`config.mk`:
```
export PLATFORM = sky130hd
export DESIGN_NAME = mem_access_unit_flat
export DESIGN_NICKNAME = d
export VERILOG_FILES = /design/src/rtl/mem_pkg.sv /design/src/rtl/mem_access_unit_if.sv /design/src/rtl/mem_access_unit_byte_lane.sv /design/src/rtl/mem_access_unit.sv /design/src/flat_wrapper.sv
export SDC_FILE = /design/constraint.sdc
export NUM_CORES = 1
export LEC_CHECK = 0
export CAP_MARGIN = 20
export CORE_MARGIN = 5
export CORE_UTILIZATION = 25
export DETAILED_ROUTE_END_ITERATION = 7
export HOLD_SLACK_MARGIN = 0.02
export PLACE_DENSITY = 0.5
export SLEW_MARGIN = 15
export SYNTH_ARGS = -nofsm -noshare
export SYNTH_HDL_FRONTEND = slang
export SYNTH_SLANG_ARGS = --single-unit
```
`constraint.sdc`:
```
create_clock -name clk -period 2 [get_ports clk]
set_input_delay 0.2 -clock clk [delete_from_list [all_inputs] [get_ports clk]]
set_output_delay 0.2 -clock clk [all_outputs]
set_load 0.05 [all_outputs]
```
`src/rtl/mem_pkg.sv`:
```
// Shared encodings for the load/store unit: access sizes, FSM states, default geometry.
package mem_pkg;

  localparam int DEFAULT_ADDR_W = 10;

  typedef enum logic [1:0] {
    SZ_BYTE = 2'b00,
    SZ_HALF = 2'b01,
    SZ_WORD = 2'b10,
    SZ_RSVD = 2'b11
  } size_e;

  typedef enum logic {
    ST_IDLE = 1'b0,
    ST_RMW  = 1'b1
  } state_e;

endpackage

```
`src/rtl/mem_access_unit_if.sv`:
```
// Request/response handshake plus word-wide memory port of the load/store unit.
interface mem_access_unit_if
  import mem_pkg::*;
#(
  parameter int ADDR_W = DEFAULT_ADDR_W
);
  logic              req_valid;
  logic              req_ready;
  logic              req_we;
  logic [1:0]        req_size;
  logic              req_unsigned;
  logic [31:0]       req_addr;
  logic [31:0]       req_wdata;
  logic              rsp_valid;
  logic [31:0]       rsp_rdata;
  logic              rsp_err;
  logic              mem_r;
  logic              mem_w;
  logic [ADDR_W-1:0] mem_addr;
  logic [31:0]       mem_wdata;
  logic [31:0]       mem_rdata;

  // Requester side; it also hosts the memory that answers mem_rdata.
  modport master (
    output req_valid, req_we, req_size, req_unsigned, req_addr, req_wdata, mem_rdata,
    input  req_ready, rsp_valid, rsp_rdata, rsp_err, mem_r, mem_w, mem_addr, mem_wdata
  );

  // The load/store unit itself.
  modport slave (
    input  req_valid, req_we, req_size, req_unsigned, req_addr, req_wdata, mem_rdata,
    output req_ready, rsp_valid, rsp_rdata, rsp_err, mem_r, mem_w, mem_addr, mem_wdata
  );
endinterface

```
`src/rtl/mem_access_unit_byte_lane.sv`:
```
// Little-endian lane helper: inserts store data into a word, or extracts and extends load data.
module byte_lane
  import mem_pkg::*;
#(
  parameter bit EXTRACT = 1'b0
) (
  input  logic [31:0] word_i,
  input  logic [31:0] data_i,
  input  logic [1:0]  addr_i,
  input  logic [1:0]  size_i,
  input  logic        uns_i,
  output logic [31:0] result_o
);
  logic [7:0]  lane8;
  logic [15:0] lane16;

  assign lane8  = word_i[{addr_i, 3'b000} +: 8];
  assign lane16 = addr_i[1] ? word_i[31:16] : word_i[15:0];

  // Select insert or extract behaviour; EXTRACT is fixed per instance.
  always_comb begin
    // NOTE: result_o gets a value before any branch, so no path leaves it unassigned (no latch).
    result_o = word_i;
    if (EXTRACT) begin
      case (size_i)
        SZ_BYTE: result_o = {{24{lane8[7] & ~uns_i}}, lane8};
        SZ_HALF: result_o = {{16{lane16[15] & ~uns_i}}, lane16};
        default: result_o = word_i;
      endcase
    end else begin
      case (size_i)
        SZ_BYTE: result_o[{addr_i, 3'b000} +: 8]   = data_i[7:0];
        SZ_HALF: result_o[{addr_i[1], 4'b0000} +: 16] = data_i[15:0];
        default: result_o = data_i;
      endcase
    end
  end
endmodule

```
`src/rtl/mem_access_unit.sv`:
```
// Load/store initiator: byte/half/word accesses onto a word-only memory, with RMW for sub-word stores.
module mem_access_unit
  import mem_pkg::*;
#(
  parameter int ADDR_W = DEFAULT_ADDR_W
) (
  input logic             clk,
  input logic             clr_n,
  mem_access_unit_if.slave bus
);
  state_e            state_q, state_d;
  logic [31:0]       merge_q, merge_d;
  logic [ADDR_W-1:0] addr_q, addr_d;
  logic              rsp_valid_q, rsp_valid_d;
  logic              rsp_err_q, rsp_err_d;
  logic [31:0]       rsp_rdata_q, rsp_rdata_d;

  logic [ADDR_W-1:0] req_idx;
  logic              req_err;
  logic [31:0]       store_merged;
  logic [31:0]       load_data;

  assign req_idx = bus.req_addr[ADDR_W+1:2];

  byte_lane #(.EXTRACT(1'b0)) u_store_lane (
    .word_i  (bus.mem_rdata),
    .data_i  (bus.req_wdata),
    .addr_i  (bus.req_addr[1:0]),
    .size_i  (bus.req_size),
    .uns_i   (1'b0),
    .result_o(store_merged)
  );

  byte_lane #(.EXTRACT(1'b1)) u_load_lane (
    .word_i  (bus.mem_rdata),
    .data_i  (32'h0),
    .addr_i  (bus.req_addr[1:0]),
    .size_i  (bus.req_size),
    .uns_i   (bus.req_unsigned),
    .result_o(load_data)
  );

  // Reject reserved size, misalignment and addresses beyond the memory.
  always_comb begin
    req_err = 1'b0;
    case (bus.req_size)
      SZ_HALF: req_err = bus.req_addr[0];
      SZ_WORD: req_err = |bus.req_addr[1:0];
      SZ_RSVD: req_err = 1'b1;
      default: req_err = 1'b0;
    endcase
    if (|bus.req_addr[31:ADDR_W+2]) req_err = 1'b1;
  end

  // Next state, memory-port drive and response values for the coming cycle.
  always_comb begin
    state_d       = state_q;
    merge_d       = merge_q;
    addr_d        = addr_q;
    rsp_valid_d   = 1'b0;
    rsp_err_d     = 1'b0;
    rsp_rdata_d   = 32'h0;
    bus.mem_r     = 1'b0;
    bus.mem_w     = 1'b0;
    bus.mem_addr  = '0;
    bus.mem_wdata = 32'h0;
    bus.req_ready = (state_q == ST_IDLE);
    case (state_q)
      ST_IDLE: begin
        if (bus.req_valid) begin
          if (req_err) begin
            rsp_valid_d = 1'b1;
            rsp_err_d   = 1'b1;
          end else if (!bus.req_we) begin
            bus.mem_r    = 1'b1;
            bus.mem_addr = req_idx;
            rsp_valid_d  = 1'b1;
            rsp_rdata_d  = load_data;
          end else if (bus.req_size == SZ_WORD) begin
            bus.mem_w     = 1'b1;
            bus.mem_addr  = req_idx;
            bus.mem_wdata = bus.req_wdata;
            rsp_valid_d   = 1'b1;
          end else begin
            // Sub-word store: read now, write the merged word next cycle.
            bus.mem_r    = 1'b1;
            bus.mem_addr = req_idx;
            merge_d      = store_merged;
            addr_d       = req_idx;
            state_d      = ST_RMW;
          end
        end
      end
      ST_RMW: begin
        bus.mem_w     = 1'b1;
        bus.mem_addr  = addr_q;
        bus.mem_wdata = merge_q;
        rsp_valid_d   = 1'b1;
        state_d       = ST_IDLE;
      end
      default: state_d = ST_IDLE;
    endcase
  end

  // State and response registers; reset abandons any pending RMW write.
  always_ff @(posedge clk or negedge clr_n) begin
    if (!clr_n) begin
      state_q     <= ST_IDLE;
      merge_q     <= 32'h0;
      addr_q      <= '0;
      rsp_valid_q <= 1'b0;
      rsp_err_q   <= 1'b0;
      rsp_rdata_q <= 32'h0;
    end else begin
      // NOTE: non-blocking assignments so every register samples pre-edge values.
      state_q     <= state_d;
      merge_q     <= merge_d;
      addr_q      <= addr_d;
      rsp_valid_q <= rsp_valid_d;
      rsp_err_q   <= rsp_err_d;
      rsp_rdata_q <= rsp_rdata_d;
    end
  end

  assign bus.rsp_valid = rsp_valid_q;
  assign bus.rsp_err   = rsp_err_q;
  assign bus.rsp_rdata = rsp_rdata_q;
endmodule

```
`src/flat_wrapper.sv`:
```
// flat-port wrapper written by rule: the top's interface ports become plain ports
module mem_access_unit_flat import mem_pkg::*;
#(
  parameter int ADDR_W = DEFAULT_ADDR_W
)
  (clk, clr_n, bus_req_valid, bus_req_we, bus_req_size, bus_req_unsigned, bus_req_addr, bus_req_wdata, bus_mem_rdata, bus_req_ready, bus_rsp_valid, bus_rsp_rdata, bus_rsp_err, bus_mem_r, bus_mem_w, bus_mem_addr, bus_mem_wdata);
  mem_access_unit_if #(.ADDR_W(ADDR_W)) bus_i ();
  input logic clk;
  input logic clr_n;
  input wire logic [$bits(bus_i.req_valid)-1:0] bus_req_valid;
  input wire logic [$bits(bus_i.req_we)-1:0] bus_req_we;
  input wire logic [$bits(bus_i.req_size)-1:0] bus_req_size;
  input wire logic [$bits(bus_i.req_unsigned)-1:0] bus_req_unsigned;
  input wire logic [$bits(bus_i.req_addr)-1:0] bus_req_addr;
  input wire logic [$bits(bus_i.req_wdata)-1:0] bus_req_wdata;
  input wire logic [$bits(bus_i.mem_rdata)-1:0] bus_mem_rdata;
  output wire logic [$bits(bus_i.req_ready)-1:0] bus_req_ready;
  output wire logic [$bits(bus_i.rsp_valid)-1:0] bus_rsp_valid;
  output wire logic [$bits(bus_i.rsp_rdata)-1:0] bus_rsp_rdata;
  output wire logic [$bits(bus_i.rsp_err)-1:0] bus_rsp_err;
  output wire logic [$bits(bus_i.mem_r)-1:0] bus_mem_r;
  output wire logic [$bits(bus_i.mem_w)-1:0] bus_mem_w;
  output wire logic [$bits(bus_i.mem_addr)-1:0] bus_mem_addr;
  output wire logic [$bits(bus_i.mem_wdata)-1:0] bus_mem_wdata;
  assign bus_i.req_valid = bus_req_valid;
  assign bus_i.req_we = bus_req_we;
  assign bus_i.req_size = bus_req_size;
  assign bus_i.req_unsigned = bus_req_unsigned;
  assign bus_i.req_addr = bus_req_addr;
  assign bus_i.req_wdata = bus_req_wdata;
  assign bus_i.mem_rdata = bus_mem_rdata;
  assign bus_req_ready = bus_i.req_ready;
  assign bus_rsp_valid = bus_i.rsp_valid;
  assign bus_rsp_rdata = bus_i.rsp_rdata;
  assign bus_rsp_err = bus_i.rsp_err;
  assign bus_mem_r = bus_i.mem_r;
  assign bus_mem_w = bus_i.mem_w;
  assign bus_mem_addr = bus_i.mem_addr;
  assign bus_mem_wdata = bus_i.mem_wdata;
  mem_access_unit #(.ADDR_W(ADDR_W)) u_core (.clk(clk), .clr_n(clr_n), .bus(bus_i));
endmodule
```
Word level (Yosys, flattened, before mapping)
Index checks and enable logic that the tools add are counted.
Storage, ports and cells
  register bits: 77
  bits of input ports: 103
  word-level logic and storage cells: 66
Cells by class
  add/sub/neg operators: 2
  eq/ne operators: 3
  shift-type cells: 5
  multiplexer cells: 40
  bitwise logic cells: 6
  reduce and logical (&&, ||, !) cells: 4
Operators with widths (count)
  32-bit 2-to-1 mux: 8
  32-bit case mux with 2 select lines: 3
  32-bit bitwise mux: 2
  16-bit by 7-bit variable shift with 32-bit output (first input constant): 1
  8-bit by 7-bit variable shift with 32-bit output (first input constant): 1
  16-bit by 7-bit variable part select with 32-bit output: 1
  32-bit by 6-bit variable part select with 8-bit output: 1
  8-bit by 7-bit variable part select with 32-bit output: 1
  10-bit 2-to-1 mux: 2
  10-bit case mux with 2 select lines: 1
  20-bit OR reduction: 1
  1-bit 2-to-1 mux: 19
  16-bit 2-to-1 mux: 1
  5-bit negation with 7-bit output: 2
  1-bit case mux with 2 select lines: 3
  5-bit AND reduction: 1
  2-bit equality test (second input constant): 2
  1-bit inverter: 4
  1-bit case mux with 3 select lines: 1
  1-bit AND: 2
  2-bit by 1-bit equality test with 1-bit output (second input constant): 1
  2-bit zero test: 1
  2-bit OR reduction: 1

Logic depth before layout (Yosys ltp)
Gate-level depths: netlist of run 1.
  depth in word-level cells: 7
  mapped depth: 9
  depth with buffers taken out: 6

Hierarchy
A second synthesis of run 1 with hierarchy kept.
Second synthesis, totals
  cell total of the unflattened synthesis: 590
  area, all modules: 5288.8 sq um
Modules (own cells, without submodules)
  mem_access_unit: instances 1, cells an instance 304, area an instance 3378.2 sq um, seq. area each 1926.8 sq um
  byte_lane (u_core.u_store_lane): instances 1, cells an instance 164, area an instance 1186.1 sq um, seq. area each 0.0 sq um
  byte_lane (u_core.u_load_lane): instances 1, cells an instance 122, area an instance 724.4 sq um, seq. area each 0.0 sq um

Worst setup path before layout of run 1
Ideal clock, no wire load.
  path type: input-to-output
  from: input bus_req_addr[1]
  to: output bus_mem_r
  arrival time: 2.350 ns
  required time: 1.800 ns
  path slack: -0.550 ns
  stages on the path: 6
  path buffers: 2
  path through: buf_2 > inv_1 > clkbuf_1 > ha_1 > o2111ai_4 > nor3_1
Between the ends
  word-level cells in the longest chain between the ends: 6
Ends and longest elaborated chain
  from (decl): line flat_wrapper.sv:14  | input wire logic [$bits(bus_i.req_addr)-1:0] bus_req_addr;
  2-bit OR reduction: line mem_access_unit.sv:48  | SZ_WORD: req_err = |bus.req_addr[1:0];
  1-bit case mux with 3 select lines: line mem_access_unit.sv:46  | case (bus.req_size)
  1-bit 2-to-1 mux: line mem_access_unit.sv:52  | if (|bus.req_addr[31:ADDR_W+2]) req_err = 1'b1;
  1-bit 2-to-1 mux: line mem_access_unit.sv:71  | if (req_err) begin
  1-bit 2-to-1 mux: line mem_access_unit.sv:70  | if (bus.req_valid) begin
  1-bit 2-to-1 mux: line mem_access_unit.sv:68  | case (state_q)
  to (decl): line flat_wrapper.sv:21  | output wire logic [$bits(bus_i.mem_r)-1:0] bus_mem_r;
No other way between the ends.

Final worst setup path of run 1
  from: register u_core.state_q
  to: output bus_mem_wdata[15]
Between the ends
  word-level cells in the longest chain between the ends: 2
Ends and longest elaborated chain
  from (decl): line mem_access_unit.sv:11  | state_e state_q, state_d;
  from (signal assigned): line mem_access_unit.sv:116  | state_q <= state_d;
  1-bit inverter: line mem_access_unit.sv:68
  32-bit case mux with 2 select lines *: line mem_access_unit.sv:68
  to (decl): line flat_wrapper.sv:24  | output wire logic [$bits(bus_i.mem_wdata)-1:0] bus_mem_wdata;
Every way passes the cells marked *; elsewhere a longest branch is shown, timed or not.

==> reports/results.ini, run 1 <==
[die]
die_h_um=148
core-area_mm2=0.0188
ios=182
rows=50
fp.dieW_um=148
die_area_mm2=0.0220
initial_core_util=0.254

[synthesis]
yosysSeqAreaShare=0.404
synth-edff-count=0
yosys_most_used_dff=dfrtp_1
synth_warnings=0
synth_nets=567
ys_types=46
synthCells=459
yosysTopAreaCell=dfrtp_1
synthArstFlopShare=1.00
synth_seq_cells=77
synth.avg_cell_area_um2=10.4
syn_area_mm2=0.00477
synth_area_leaders=dfrtp_1 (40%), a22o_1 (9.5%), mux2_1 (7.5%)
synth_top_area_frac=0.404

[timing]
tightestPinTransition_ns=0.712
setup_ws_ns=-0.143
min_period_ns=2.14
fin_skew_ns=0.0114
finalSetupViolCount=42
fmax_mhz=467
slew_viol_final=0
rsz0062_at_grt=true
final_hold_viol_count=0
slew-limit-headroom=0.520
finalCritPeriodShare=1.07
worst_hold_slack_ns=0.366

[cts]
clock_latency_ns=0.35
clkSinkCount=77
root_buffer=clkbuf_16
cts_buffer_depth=2
path_clk_slew_ns=0.06
h-tree-depth=3
cts_tree=built
cts_buffers=9

[cells_and_area]
antennaDiodeCount=0
area_growth_pct=86.3
nets=812
mostFrequentLayoutCells=clkdlybuf4s50_1 (112), dfrtp_1 (77), buf_4 (67), buf_12 (48), a22o_4 (42)
layout-drive-gt1-share=0.356
final_common_cell=clkdlybuf4s50_1
utilization=0.474
final_cells=942

[global_route]
grt_pass1_wl_um=32400
antenna_found_initial=0
grt_pass1_vias=5405
grt_overflow_total=0
grt_max_degree=45
track_usage=0.194

[routing]
drtIter0Drc=504
route.met3.wl_um=1660
route.detailed.drc=0
drtPass1Iterations=8
routed-via-count=4973
postRouteAntennaNets=0
wl_per_cell_um=23.4
drt-met1-wl_um=9220
highest_layer=met4
drt_wl_total_um=22100
via_per_inst=5.28
met2_length_um=10900

[power]
vdd_ir_drop_max_mv=0.402
p_per_area_mw_per_mm2=483
total_power_mw=4.29
leakage_nw=4.08

[placed_design]
dpl.hpwl_um=15800
dp_cells=902
gp_congestion=0.870
port_buffers=181
place_ws_ns=-0.542

[flow_run]
cap_violations=0

[min_path]
worstHoldPathType=input port to asynchronous set/reset pin

[worst_setup_path]
crit_path_top_delay_cell=dfrtp_1
crit_family=simple AND/OR/NAND/NOR gates
crit_chain=nand2b_4, nand4bb_4, nor3_4, buf_6, buf_12, a22o_4, buf_12
slowest_delay_ns=0.39
cp_max_fo=8
critPathCaptureType=output port
path_common_cell=buf_12
cp_data_arrival_time_ns=1.94
startpoint_type=register
ff2ff_setup_slack_ns=0.14
path_class=register to output port
crit_buf_inv=3
required_ns=1.80

[status]
outcome=finished, violations left
violations=setup timing

## power by group
part           switching (mW)  internal (mW)  leakage, nW
Sequential           0.000559           1.56         1.03
Clock                   0.649           1.28        0.172
Combinational           0.418          0.386         2.88
## layer usage
layer  vias to the layer above  track usage
met3                        26       0.0484
met2                       230        0.327
met4                         0       0.0471
li1                       2260            -
met5                         -            0
met1                      2457        0.249
## sequential cells by signal (all words and copies together) (netlist names)
register,cells
u_core.addr_q,10
u_core.bus.rsp_err,1
u_core.bus.rsp_rdata,32
u_core.bus.rsp_valid,1
u_core.merge_q,32
u_core.state_q,1
## kinds of logic after synthesis
kind of cell,share of synthesized area
compound gates,0.240
fa+ha+maj,0.0131
buf+inv,0.0537
flops,0.404
mux,0.155
simple gates,0.134
## synth_stat cells (all sizes together), types with 5 or more instances
master,number
ha,5
a22oi,5
clkbuf,19
a21oi,29
nor3,21
inv,18
mux2i,29
a22o,52
o221ai,16
buf,20
nor2b,19
dfrtp,77
a222oi,8
nor2,26
nor4,7
nand2,26
mux2,34
## what timing repair did
item | in CTS | in global routing
hold buffers | 1 | 0
pin swaps | 14 | 14
setup buffers | 16 | 2
resized for setup | 83 | 60
cloned | 6 | 4
hold endpoints to repair | 33 | 0
endpoints found under the setup margin | 106 | 102
## area by class of cell
| class | count | area, µm² |
|---|---|---|
| Clock buffer | 11 | 253 |
| Clock inverter | 4 | 95.1 |
| Fill cell | 1733 | 9870 |
| Inverter | 18 | 67.6 |
| Multi-Input combinational cell | 325 | 3130 |
| Sequential cell | 77 | 1930 |
| Tap cell | 234 | 293 |
| Timing Repair Buffer | 273 | 3130 |
## metrics by stage
step | setup TNS, ns | instance area [µm²]
floorplan | -2.26 | 4860
global placement | -46.03 | 7730
detailed placement | -47.05 | 7740
CTS | -10.32 | 8690
global route | -6.99 | 8890
finish | -4.67 | 8890
## final timing paths
| check | from | to | cells after the start |
|---|---|---|---|
| setup / recovery | u_core.state_q | bus_mem_wdata[15] | 7 |
| hold / removal | clr_n | u_core.addr_q[1] | 2 |
| max in group asynchronous | clr_n | u_core.bus.rsp_rdata[28] | 3 |
| hold reg to reg | u_core.addr_q[4] | u_core.addr_q[4] | 1 |
| min in group clk | bus_req_addr[20] | u_core.state_q | 6 |
| setup reg to reg | u_core.state_q | u_core.addr_q[8] | 7 |
(Power assumes the default switching activity.)
==> run 2: changes to the inputs <==
--- a/config.mk
+++ b/config.mk
@@ -7,10 +7,11 @@
 export LEC_CHECK = 0
 export CAP_MARGIN = 20
 export CORE_MARGIN = 5
-export CORE_UTILIZATION = 25
+export CORE_UTILIZATION = 40
 export DETAILED_ROUTE_END_ITERATION = 7
 export HOLD_SLACK_MARGIN = 0.02
-export PLACE_DENSITY = 0.5
+export PLACE_DENSITY = 0.75
+export SKIP_LAST_GASP = 1
 export SLEW_MARGIN = 15
 export SYNTH_ARGS = -nofsm -noshare
 export SYNTH_HDL_FRONTEND = slang
==> run 2 against run 1 <==
First-iteration DRC count decreased by 11%. The flow still finishes with violations (setup timing). Clock-buffer cell count did not move. Largest power group unchanged. Register-to-register slack lost 0.09 ns. Final area fell by 0.70%. Die area is 35% lower. Via count up 5.6%. Sequential share of layout area grew 0.15 points. Global-route usage grew 11 points. Highest routed layer unchanged. Final cell count down 9.1%. Sequential power about the same.
==> reports/results.ini, run 2 (same netlist as run 1, synthesis figures left out) <==
[worst_setup_path]
cp_data_arrival_time_ns=1.98  ; was 1.94 ns
startpoint_type=register  ; unchanged
required_ns=1.80  ; about the same
critPathCaptureType=output port  ; unchanged
cp_max_fo=8  ; unchanged
path_class=register to output port  ; unchanged

[routing]
drtIter0Drc=448  ; was 504
routed-via-count=5251  ; was 4973
drt_wl_total_um=21800  ; was 22100 µm
wl_per_cell_um=25.4  ; was 23.4 µm
route.detailed.drc=0  ; unchanged
drtPass1Iterations=6  ; was 8
via_per_inst=6.13  ; was 5.28
postRouteAntennaNets=0  ; unchanged

[timing]
finalSetupViolCount=42  ; unchanged
slew-limit-headroom=0.550  ; was 0.520
rsz0062_at_grt=true  ; unchanged
worst_hold_slack_ns=0.365  ; was 0.366 ns
min_period_ns=2.18  ; was 2.14 ns
slew_viol_final=0  ; unchanged
fin_skew_ns=0.00885  ; was 0.0114 ns
tns_ns=-4.93  ; was -4.67 ns
final_hold_viol_count=0  ; unchanged
finalCritPeriodShare=1.09  ; was 1.07
setup_ws_ns=-0.176  ; was -0.143 ns
tightestPinTransition_ns=0.675  ; was 0.712 ns
fmax_mhz=459  ; was 467 MHz

[global_route]
antenna_found_initial=0  ; unchanged
grt_pass1_wl_um=32800  ; was 32400 µm
track_usage=0.299  ; was 0.194
grt_max_degree=46  ; was 45
grt_overflow_total=0  ; unchanged
grt_pass1_vias=5662  ; was 5405

[power]
vdd_ir_drop_max_mv=0.316  ; was 0.402 mV
total_power_mw=4.05  ; was 4.29 mW
p_per_area_mw_per_mm2=459  ; was 483 mW/mm²
leakage_nw=4.02  ; was 4.08 nW

[placed_design]
gp_congestion=0.902  ; was 0.870
port_buffers=181  ; unchanged
dpl.hpwl_um=14000  ; was 15800 µm
dp_cells=806  ; was 902
postPlaceCellArea_mm2=0.00759  ; was 0.00774 mm²
place_ws_ns=-0.549  ; was -0.542 ns

[die]
die_area_mm2=0.0142  ; was 0.0220 mm²
initial_core_util=0.402  ; was 0.254
ios=182  ; unchanged
rows=40  ; was 50
fp.dieW_um=119  ; was 148 µm
core-area_mm2=0.0119  ; was 0.0188 mm²
die_h_um=119  ; was 148 µm

[min_path]
worstHoldPathType=input port to asynchronous set/reset pin  ; unchanged

[status]
outcome=finished, violations left  ; unchanged
violations=setup timing  ; unchanged

[cts]
root_buffer=clkbuf_16  ; unchanged
h-tree-depth=3  ; unchanged
cts_tree=built  ; unchanged
cts_buffer_depth=2  ; unchanged
clkSinkCount=77  ; unchanged
clock_latency_ns=0.35  ; about the same
path_clk_slew_ns=0.07  ; was 0.06 ns
cts_buffers=9  ; unchanged

[cells_and_area]
nFillCells=792  ; was 1733
antennaDiodeCount=0  ; unchanged
utilization=0.745  ; was 0.474
layout-drive-gt1-share=0.372  ; was 0.356
multiInputGateArea_mm2=0.00311  ; was 0.00313 mm²
nets=812  ; unchanged
area_growth_pct=85.0  ; was 86.3%
final_design_area_no_fill_mm2=0.00883  ; was 0.00889 mm²
mostFrequentLayoutCells=clkdlybuf4s50_1 (111), dfrtp_1 (77), buf_4 (58), buf_12 (56), a22o_4 (32)  ; was clkdlybuf4s50_1 (112), dfrtp_1 (77), buf_4 (67), buf_12 (48), a22o_4 (42)
final_common_cell=clkdlybuf4s50_1  ; unchanged
final_cells=856  ; was 942
seqCellArea_mm2=0.00193  ; unchanged

[flow_run]
cap_violations=0  ; unchanged

==> run 2: changes by cell type in the layout (fill, tap and decap cells not counted), moves of 8 or more <==
cell,change
a22o_2,+10
mux2_4,+10
mux2_1,-10
a22o_4,-10
buf_4,-9
buf_12,+8
==> run 2: repair_timing <==
action | 4_1_cts | 5_1_grt
buffers inserted | 23 | 5
gates resized for setup | 113 | 48
hold buffers | 1 | 0
hold endpoints to repair | 32 | 0
pin swaps | 12 | 15
gates cloned | 10 | 0
endpoints found under the setup margin | 80 | 97
==> run 2: area by class of cell <==
type                       count  area share
timing repair buffer         273       0.367
multi-input combinational    325       0.353
sequential                    77       0.218
clock buffer                  11      0.0275
tap                          147      0.0208
inverter                      18     0.00765
clock inverter                 5     0.00666
==> run 2: metal layers <==
metal / vias to the layer above / track usage / routed length (µm)
met2: 329 / 0.507 / 10800
li1: 2269 / - / -
met3: 74 / 0.0850 / 1870
met1: 2579 / 0.345 / 8020
met5: - / 0 / 0
met4: 0 / 0.148 / 1020
==> run 2: worst paths after layout <==
path	slack (ns)	depth (start not counted)	from	endpoint
setup / recovery	-0.18	8	u_core.state_q	bus_mem_wdata[14]
hold / removal	0.36	2	clr_n	u_core.addr_q[6]
setup reg to reg	0.05	8	u_core.state_q	u_core.merge_q[27]
hold reg to reg	0.49	1	u_core.addr_q[0]	u_core.addr_q[0]
max in group asynchronous	1.02	3	clr_n	u_core.bus.rsp_rdata[7]
min in group clk	0.45	6	bus_req_addr[30]	u_core.state_q
==> run 2: worst max-delay path: stages (launching register included) <==
cell and delay [ns]:
dfrtp_1 0.39, nand2b_4 0.15, nand4bb_4 0.20, buf_6 0.15, nor3_4 0.15, buf_6 0.16
buf_12 0.15, a22o_4 0.15, buf_12 0.13
==> run 2: power breakdown <==
part           leakage (nW)  internal, mW  total [mW]  switching [mW]
Clock                 0.142          1.00        1.69           0.681
Sequential             1.03          1.56        1.56        0.000495
Combinational          2.85         0.380       0.805           0.425
==> run 3: changes to the inputs <==
--- a/config.mk
+++ b/config.mk
@@ -9,8 +9,10 @@
 export CORE_MARGIN = 5
 export CORE_UTILIZATION = 40
 export DETAILED_ROUTE_END_ITERATION = 7
+export DONT_BUFFER_PORTS = 1
+export GPL_TIMING_DRIVEN = 0
 export HOLD_SLACK_MARGIN = 0.02
-export PLACE_DENSITY = 0.75
+export PLACE_DENSITY = 0.54
 export SKIP_LAST_GASP = 1
 export SLEW_MARGIN = 15
 export SYNTH_ARGS = -nofsm -noshare
==> run 3 against run 2 <==
The flow finishes with violations (hold timing, setup timing). Die area stayed put. Non-clock buffer count fell by 190. Final area fell by 26%. Sequential power barely moved. Routed wire length is 15% lower. Core utilization is 19 points lower. Maximum frequency shrank 1.4%. Sequential share of layout area increased by 7.6 points. Clock power shrank 4%. Total power shrank 10%. Register-to-register slack lost 0.13 ns. Hold slack worse by 0.82 ns.
==> reports/results.ini, run 3 (same netlist as run 1, synthesis figures left out) <==
[min_path]
worstHoldPathType=input port to asynchronous set/reset pin  ; unchanged

[placed_design]
place_ws_ns=-1.00  ; was -0.549 ns
dp_cells=606  ; was 806
dpl.hpwl_um=13100  ; was 14000 µm
port_buffers=0  ; was 181
gp_congestion=0.908  ; was 0.902

[routing]
postRouteAntennaNets=0  ; unchanged
via_per_inst=6.53  ; was 6.13
routed-via-count=4345  ; was 5251
route.detailed.drc=0  ; unchanged
drt_wl_total_um=18400  ; was 21800 µm
drtIter0Drc=353  ; was 448
wl_per_cell_um=27.7  ; was 25.4 µm
drtPass1Iterations=5  ; was 6

[die]
core-area_mm2=0.0119  ; unchanged
initial_core_util=0.402  ; unchanged
fp.dieW_um=119  ; unchanged
die_area_mm2=0.0142  ; unchanged
rows=40  ; unchanged
die_h_um=119  ; unchanged
ios=182  ; unchanged

[global_route]
grt_pass1_wl_um=26900  ; was 32800 µm
grt_overflow_total=0  ; unchanged
antenna_found_initial=1  ; was 0
track_usage=0.250  ; was 0.299
grt_max_degree=78  ; was 46
grt_pass1_vias=4380  ; was 5662

[timing]
finalSetupViolCount=50  ; was 42
min_period_ns=2.21  ; was 2.18 ns
slew-limit-headroom=0.279  ; was 0.550
worst_hold_slack_ns=-0.450  ; was 0.365 ns
tns_ns=-5.47  ; was -4.93 ns
final_hold_viol_count=77  ; was 0
rsz0062_at_grt=true  ; unchanged
finalCritPeriodShare=1.10  ; was 1.09
slew_viol_final=0  ; unchanged
tightestPinTransition_ns=1.08  ; was 0.675 ns
setup_ws_ns=-0.208  ; was -0.176 ns
fmax_mhz=453  ; was 459 MHz
fin_skew_ns=0.00714  ; was 0.00885 ns

[cts]
cts_buffer_depth=2  ; unchanged
cts_buffers=9  ; unchanged
clkSinkCount=77  ; unchanged
root_buffer=clkbuf_16  ; unchanged
cts_tree=built  ; unchanged
h-tree-depth=3  ; unchanged
clock_latency_ns=0.34  ; was 0.35 ns
path_clk_slew_ns=0.06  ; was 0.07 ns
postCtsHoldBufs=17  ; was 1

[worst_setup_path]
cp_max_fo=5  ; was 8
startpoint_type=register  ; unchanged
cp-startpoint=u_core.state_q  ; unchanged
required_ns=1.80  ; about the same
r2r-start=u_core.state_q  ; unchanged
critPathCaptureType=output port  ; unchanged
cp_data_arrival_time_ns=2.01  ; was 1.98 ns
path_class=register to output port  ; unchanged

[cells_and_area]
final_common_cell=dfrtp_1  ; was clkdlybuf4s50_1
area_growth_pct=37.1  ; was 85.0%
nets=622  ; was 812
final_cells=665  ; was 856
nFillCells=1029  ; was 792
utilization=0.552  ; was 0.745
layout-drive-gt1-share=0.317  ; was 0.372
mostFrequentLayoutCells=dfrtp_1 (77), a22o_4 (42), mux2_1 (31), mux2i_1 (29), nand2_1 (26)  ; was clkdlybuf4s50_1 (111), dfrtp_1 (77), buf_4 (58), buf_12 (56), a22o_4 (32)

[power]
p_per_area_mw_per_mm2=555  ; was 459 mW/mm²
total_power_mw=3.63  ; was 4.05 mW
leakage_nw=3.05  ; was 4.02 nW
vdd_ir_drop_max_mv=0.329  ; was 0.316 mV

[status]
outcome=finished, violations left  ; unchanged
violations=hold timing, setup timing  ; was setup timing

[flow_run]
cap_violations=0  ; unchanged

[run 3: per-layer routing]
metal	global-route usage	wire length (µm)	share of wire
met4	0.0840	332	0.018
met3	0.0788	1730	0.094
met2	0.398	8810	0.48
met1	0.321	7540	0.41
met5	0	0	0
[run 3: path summary, 6_finish.rpt]
check | end | slack [ns] | cells after the start
setup / recovery | bus_mem_addr[0] | -0.21 | 7
hold / removal | u_core.bus.rsp_rdata[11] | -0.45 | 0
setup reg to reg | u_core.bus.rsp_rdata[1] | -0.08 | 8
hold reg to reg | u_core.merge_q[30] | 0.51 | 1
max in group asynchronous | u_core.merge_q[19] | 2.33 | 0
min in group clk | u_core.bus.rsp_rdata[10] | 0.01 | 2
[run 3: where the power goes]
group	internal, mW	switching (mW)	leakage [nW]	total, mW
registers	1.56	0.00834	1.03	1.57
clock network	0.984	0.649	0.136	1.63
logic	0.187	0.246	1.88	0.433
[run 3: layout make-up]
type,count,area (µm²),area share
sequential,77,1930,0.294
timing repair buffer,47,563,0.0860
inverter,18,70.1,0.0107
tap,147,184,0.0281
buffer,36,249,0.0380
antenna,1,2.50,0.000382
clock inverter,4,50.0,0.00765
multi-input combinational,325,3260,0.498
clock buffer,10,239,0.0365
[run 3: worst max-delay path, stage by stage (launching register included)]
cell       delay, ns
dfrtp_1         0.38
nand2b_4        0.14
nand4bb_4       0.26
buf_6           0.17
buf_6           0.11
nor2_4          0.18
clkbuf_16       0.20
a22o_4          0.21
[run 3: timing repair]
action / 4_1_cts / 5_1_grt
hold endpoints to repair: 94 / 77
pin swaps: 9 / 32
cloned: 1 / 6
buffers inserted: 12 / 11
resized for setup: 78 / 71
endpoints found under the setup margin: 107 / 109
[run 3: metrics by stage]
stage               instance area (µm²)  hold WS [ns]
finish                             6550        -0.450
global route                       6550        -0.462
CTS                                6110        -0.454
detailed placement                 5050       -0.0907
global placement                   5050       -0.0926
floorplan                          4860       -0.0956
